<file path="src/rtl/crc_pkg.sv">
// Shared types and helpers for the streaming CRC engine: FSM states,
// standard polynomials, and elaboration-time / bit-order utility functions.
package crc_pkg;

  typedef enum logic [1:0] {
    IDLE   = 2'd0,
    ACCEPT = 2'd1,
    SHIFT  = 2'd2,
    DONE   = 2'd3
  } state_e;

  localparam logic [7:0]  POLY_CRC8        = 8'h07;
  localparam logic [15:0] POLY_CRC16_CCITT = 16'h1021;
  localparam logic [31:0] POLY_CRC32       = 32'h04C11DB7;

  localparam int MAX_REV_W = 64;

  function automatic int clog2(input int value);
    int r;
    r = 0;
    while ((1 << r) < value) r++;
    return r;
  endfunction

  // Reverses the low 'width' bits of v; bits above 'width' come back zero.
  function automatic logic [MAX_REV_W-1:0] bit_reverse(input logic [MAX_REV_W-1:0] v,
                                                       input int width);
    logic [MAX_REV_W-1:0] r;
    r = '0;
    for (int i = 0; i < MAX_REV_W; i++) begin
      if (i < width) r[i] = v[width-1-i];
    end
    return r;
  endfunction

endpackage

</file>
<file path="src/rtl/crc_step.sv">
// Combinational fold of BITS_PER_CYCLE message bits into the CRC register,
// direct (non-augmented) algorithm, bits[BITS_PER_CYCLE-1] consumed first.
module crc_step #(
  parameter int CRC_WIDTH      = 8,
  parameter int BITS_PER_CYCLE = 1
) (
  input  logic [CRC_WIDTH-1:0]      crc,
  input  logic [CRC_WIDTH-1:0]      poly,
  input  logic [BITS_PER_CYCLE-1:0] bits,
  output logic [CRC_WIDTH-1:0]      crc_next
);

  logic [CRC_WIDTH-1:0] acc;
  logic                 fb;

  always_comb begin
    acc = crc;
    fb  = 1'b0;
    for (int i = BITS_PER_CYCLE - 1; i >= 0; i--) begin
      fb  = acc[CRC_WIDTH-1] ^ bits[i];
      acc = {acc[CRC_WIDTH-2:0], 1'b0} ^ ({CRC_WIDTH{fb}} & poly);
    end
    crc_next = acc;
  end

endmodule

</file>
<file path="src/rtl/crc_stream_engine.sv">
// Streaming CRC engine: one DWIDTH word per N+1 cycles (N = DWIDTH/BITS_PER_CYCLE),
// result registered on the final shift; dataReady only in ACCEPT, result held until crcAck/startIn.
module crc_stream_engine
  import crc_pkg::*;
#(
  parameter int CRC_WIDTH      = 8,
  parameter int DWIDTH         = 16,
  parameter int BITS_PER_CYCLE = 1
) (
  input  logic                 clk,
  input  logic                 rst,
  input  logic                 startIn,
  input  logic [CRC_WIDTH-1:0] GenPoly,
  input  logic [CRC_WIDTH-1:0] initVal,
  input  logic [CRC_WIDTH-1:0] xorOut,
  input  logic                 reflectIn,
  input  logic                 reflectOut,
  input  logic                 dataValid,
  input  logic [DWIDTH-1:0]    dataIn,
  input  logic                 dataLast,
  output logic                 dataReady,
  output logic                 crcValid,
  output logic [CRC_WIDTH-1:0] crcOut,
  input  logic                 crcAck,
  output logic                 busy
);

  localparam int N     = DWIDTH / BITS_PER_CYCLE;
  localparam int CNT_W = (clog2(N) < 1) ? 1 : clog2(N);

  if ((DWIDTH % BITS_PER_CYCLE) != 0) begin : g_bad_bpc
    $error("BITS_PER_CYCLE must divide DWIDTH");
  end
  if (CRC_WIDTH < 2 || CRC_WIDTH > MAX_REV_W || DWIDTH > MAX_REV_W) begin : g_bad_width
    $error("CRC_WIDTH must be 2..64 and DWIDTH at most 64");
  end

  state_e               state_q, state_d;
  logic [CNT_W-1:0]     cnt_q, cnt_d;
  logic [CRC_WIDTH-1:0] crc_q, crc_d;
  logic [CRC_WIDTH-1:0] poly_q, poly_d;
  logic [CRC_WIDTH-1:0] xor_q, xor_d;
  logic                 rin_q, rin_d;
  logic                 rout_q, rout_d;
  logic [DWIDTH-1:0]    shreg_q, shreg_d;
  logic                 last_q, last_d;
  logic [CRC_WIDTH-1:0] crc_out_q, crc_out_d;
  logic                 crc_vld_q, crc_vld_d;
  logic [CRC_WIDTH-1:0] step_crc;

  crc_step #(
    .CRC_WIDTH      (CRC_WIDTH),
    .BITS_PER_CYCLE (BITS_PER_CYCLE)
  ) u_step (
    .crc      (crc_q),
    .poly     (poly_q),
    .bits     (shreg_q[DWIDTH-1 -: BITS_PER_CYCLE]),
    .crc_next (step_crc)
  );

  always_comb begin
    state_d   = state_q;
    cnt_d     = cnt_q;
    crc_d     = crc_q;
    poly_d    = poly_q;
    xor_d     = xor_q;
    rin_d     = rin_q;
    rout_d    = rout_q;
    shreg_d   = shreg_q;
    last_d    = last_q;
    crc_out_d = crc_out_q;
    crc_vld_d = crc_vld_q;

    // startIn overrides everything, including a same-cycle crcAck or data beat.
    if (startIn) begin
      poly_d    = GenPoly;
      crc_d     = initVal;
      xor_d     = xorOut;
      rin_d     = reflectIn;
      rout_d    = reflectOut;
      crc_vld_d = 1'b0;
      cnt_d     = '0;
      state_d   = ACCEPT;
    end else begin
      case (state_q)
        ACCEPT: begin
          if (dataValid) begin
            shreg_d = rin_q ? DWIDTH'(bit_reverse(MAX_REV_W'(dataIn), DWIDTH)) : dataIn;
            last_d  = dataLast;
            cnt_d   = '0;
            state_d = SHIFT;
          end
        end
        SHIFT: begin
          crc_d   = step_crc;
          shreg_d = shreg_q << BITS_PER_CYCLE;
          if (cnt_q == CNT_W'(N - 1)) begin
            cnt_d = '0;
            if (last_q) begin
              crc_out_d = (rout_q ? CRC_WIDTH'(bit_reverse(MAX_REV_W'(step_crc), CRC_WIDTH))
                                  : step_crc) ^ xor_q;
              crc_vld_d = 1'b1;
              state_d   = DONE;
            end else begin
              state_d = ACCEPT;
            end
          end else begin
            cnt_d = cnt_q + CNT_W'(1);
          end
        end
        DONE: begin
          if (crcAck) begin
            crc_vld_d = 1'b0;
            state_d   = IDLE;
          end
        end
        default: ;
      endcase
    end
  end

  always_ff @(posedge clk or posedge rst) begin
    if (rst) begin
      state_q   <= IDLE;
      cnt_q     <= '0;
      crc_q     <= '0;
      poly_q    <= '0;
      xor_q     <= '0;
      rin_q     <= 1'b0;
      rout_q    <= 1'b0;
      shreg_q   <= '0;
      last_q    <= 1'b0;
      crc_out_q <= '0;
      crc_vld_q <= 1'b0;
    end else begin
      state_q   <= state_d;
      cnt_q     <= cnt_d;
      crc_q     <= crc_d;
      poly_q    <= poly_d;
      xor_q     <= xor_d;
      rin_q     <= rin_d;
      rout_q    <= rout_d;
      shreg_q   <= shreg_d;
      last_q    <= last_d;
      crc_out_q <= crc_out_d;
      crc_vld_q <= crc_vld_d;
    end
  end

  assign dataReady = (state_q == ACCEPT) && !startIn;
  assign crcValid  = crc_vld_q;
  assign crcOut    = crc_out_q;
  assign busy      = (state_q != IDLE);

endmodule

</file>
<file path="config.mk">
export PLATFORM = sky130hd
export DESIGN_NAME = crc_stream_engine
export DESIGN_NICKNAME = d
export VERILOG_FILES = /design/src/rtl/crc_pkg.sv /design/src/rtl/crc_step.sv /design/src/rtl/crc_stream_engine.sv
export SDC_FILE = /design/constraint.sdc
export NUM_CORES = 1
export LEC_CHECK = 0
export CAP_MARGIN = 10
export CORE_MARGIN = 5
export CORE_UTILIZATION = 30
export CTS_BUF_LIST = sky130_fd_sc_hd__clkbuf_16
export DETAILED_ROUTE_END_ITERATION = 6
export DONT_BUFFER_PORTS = 1
export PLACE_DENSITY = 0.49
export SLEW_MARGIN = 20
export SYNTH_ARGS = -nofsm -noshare
export SYNTH_HDL_FRONTEND = slang
export SYNTH_HIERARCHICAL = 1
export SYNTH_SLANG_ARGS = --single-unit
export TNS_END_PERCENT = 30
</file>
<file path="constraint.sdc">
create_clock -name clk -period 2.8 [get_ports clk]
set_input_delay 0.28 -clock clk [delete_from_list [all_inputs] [get_ports clk]]
set_output_delay 0.28 -clock clk [all_outputs]
set_load 0.1 [all_outputs]
</file>
==> results.json <==
{
  "synth_mux_area_share_pct": 17.6,
  "multiInputGateArea_sq_um": 1510,
  "critPathLaunchType": "flop",
  "coreArea_sq_um": 10200,
  "power_density_nw_per_um2": 913,
  "hpwl_um": 4750,
  "synthXorXnorAreaFrac_pct": 4.77,
  "initial_utilization_pct": 30.4,
  "die_h_um": 112,
  "pin_count": 59,
  "avgViaCountPerCell": 4.68,
  "fin_util_pct": 34.6,
  "ys_ff_latch": 58,
  "antenna_found_initial": 0,
  "ant_nets": 0,
  "wl_per_cell_um": 14.9,
  "first_pass_iters": 4,
  "post_cts_buffers": 0,
  "yosys.area_share.simple_pct": 12.2,
  "cts_tree": "done",
  "synth.largest_area_cell": "dfrtp_1",
  "clock-sinks": 58,
  "period_minus_slack_ps": 1960,
  "synth_top_family_by_area": "multiplexers",
  "async_flop_share_pct": 100,
  "max_cap_violations": 0,
  "syn_area_per_cell_sq_um": 10.4,
  "nets": 351,
  "grt_pass1_vias": 2085,
  "finalClockSkew_ps": 7.87,
  "yosys_warnings": 6,
  "hold_viol_final": 0,
  "synthAdderAreaFrac_pct": 2.02,
  "synth.most_common_cell": "dfrtp_1",
  "syn_nets": 350,
  "synth_top_area_share_pct": 46.9,
  "min_from": "startIn",
  "syn_to_final_growth_pct": 13.7,
  "synth-seq-area-share_pct": 46.9,
  "max_clock_freq_ghz": 0.510,
  "tns_ps": 0,
  "clock_latency_ps": 320,
  "htree_levels": 3,
  "antenna_cells": 0,
  "fillers": 1040,
  "cts.clk_slew.worst_paths_ps": 50,
  "netlist_instances": 297,
  "clock_path_buffers": 2,
  "ir_worst_vdd_mv": 0.251,
  "status": "finished, final reports clean",
  "ys_top_cells_by_area": "dfrtp_1, mux2i_1, mux2_2",
  "portBuffers": 0,
  "synth_edf_count": 0,
  "grt_pass1_wl_um": 10900,
  "synth_flop_cell": "dfrtp_1",
  "num_rows": 37,
  "drc": 0,
  "wl_um": 6550,
  "rsz0062_at_grt": "false",
  "p_leak_uw": 0.00155,
  "grt-ovfl-total": 0,
  "grt_max_degree": 49,
  "drive_gt1_share_pct": 20.5,
  "ff2ff_setup_slack_ps": 840,
  "root_buffer": "clkbuf_16",
  "slew-limit-headroom_pct": 38.3,
  "setup_viol": 0,
  "endpoint_kind": "flop",
  "cp_max_fo": 48,
  "path_class": "flop to flop",
  "synth_compound_area_share_pct": 12.2,
  "fp.dieArea_sq_um": 12500,
  "regArea_sq_um": 1450,
  "synthTopCellsByCount": "dfrtp_1, nand2_1, mux2i_1, o21ai_0, mux2_2",
  "post-route-cell-area_sq_um": 3520,
  "vias": 2053,
  "crit_required_ps": 3050,
  "tightest_slew_ps": 925,
  "min_period_over_period_pct": 70.0,
  "preCtsSetupSlack_ps": 839,
  "gp_congestion": 0.750,
  "min_path_type": "primary input to flop",
  "drt_iter0_drc": 80,
  "track_usage_pct": 11.0,
  "slew_viol_final": 0,
  "placed_area_sq_um": 3200,
  "numCtsBuffers": 9,
  "synth_cell_types": 36,
  "worstPathArrival_ps": 2220,
  "r2r-start": "state_q[0]",
  "die_w_um": 112,
  "crit_start": "state_q[0]",
  "worst_slack_ps": 839,
  "syn_area_sq_um": 3100
}
[layout by cell type, fill, tap and decap left out, drive strengths merged, types with 4 or more instances in the layout]
cell type  netlist  routed
a21oi           17      17
buf             14       6
clkbuf           3       9
dfrtp           58      58
ha               5       5
inv              5       6
mux2            20      20
mux2i           32      32
nand2           45      45
nor2            19      19
nor2b            7       7
nor3             4       4
o21ai           36      36
xnor2            7       7
xor2             9       9
[sequential cells by signal, indices dropped and copies added (netlist names), 2 cells and up]
signal	flops
state_q	2
cnt_q	4
crc_q	8
crcOut	8
xor_q	8
shreg_q	16
poly_q	8
[worst max-delay path, cell delays in order (launching register included)]
cell	delay, ps
dfrtp_1	400
inv_1	100
ha_2	190
buf_4	450
nor2_1	120
o21ba_2	250
nor4_1	250
a211o_1	130
[cells by family after synthesis]
logic type | after synthesis
AOI/OAI and AO/OA | 59
muxes | 52
xor gates and xnor gates | 16
and+or+nand+nor | 85
buffers and inverters | 22
adders and majority gates | 5
DFF | 58
[final cells by class]
| class | instances | share of cell area (%) |
|---|---|---|
| sequential | 58 | 41.2 |
| multi-input combinational | 217 | 43.0 |
| inverter | 5 | 0.533 |
| clock buffer | 9 | 6.40 |
| clock inverter | 7 | 2.42 |
| tap | 136 | 4.83 |
| timing repair buffer | 7 | 1.56 |
[through the flow]
step | hold slack (ps) | instances | power (uW)
floorplan | 401 | 297 | 2000
global placement | 156 | 422 | 2090
detailed placement | 164 | 422 | 2110
CTS | 16.6 | 439 | 3270
global route | 22.6 | 439 | 3430
finish | 40.2 | 439 | 3210
[power breakdown]
| part | leakage [uW] | internal (uW) | switching, uW | total [uW] |
|---|---|---|---|---|
| registers | 0.000724 | 1010 | 123 | 1140 |
| clock network | 0.000154 | 768 | 365 | 1130 |
| logic | 0.000673 | 383 | 560 | 943 |
[path summary, 6_finish.rpt]
check	to	cells past startpoint
worst max-delay path	cnt_q[3]	7
worst min-delay path	cnt_q[2]	1
worst max register to register	cnt_q[3]	7
worst min register to register	shreg_q[14]	2
max in group asynchronous	shreg_q[14]	3
min in group asynchronous	crcOut[2]	2
[per-layer routing]
metal  vias up  share of wire, %  track usage [%]
met5         -                 0                0
met4         0               1.7             4.38
met3        10               7.3             4.67
met2        49                43             15.5
met1       970                48             14.9
li1       1024                 -                -
[what timing repair did]
item                      in CTS  in global routing
hold endpoints to repair      15                  0
hold buffers                   1                  0
resized for setup              0                  0
No activity file was read; power rests on OpenSTA's default activity.
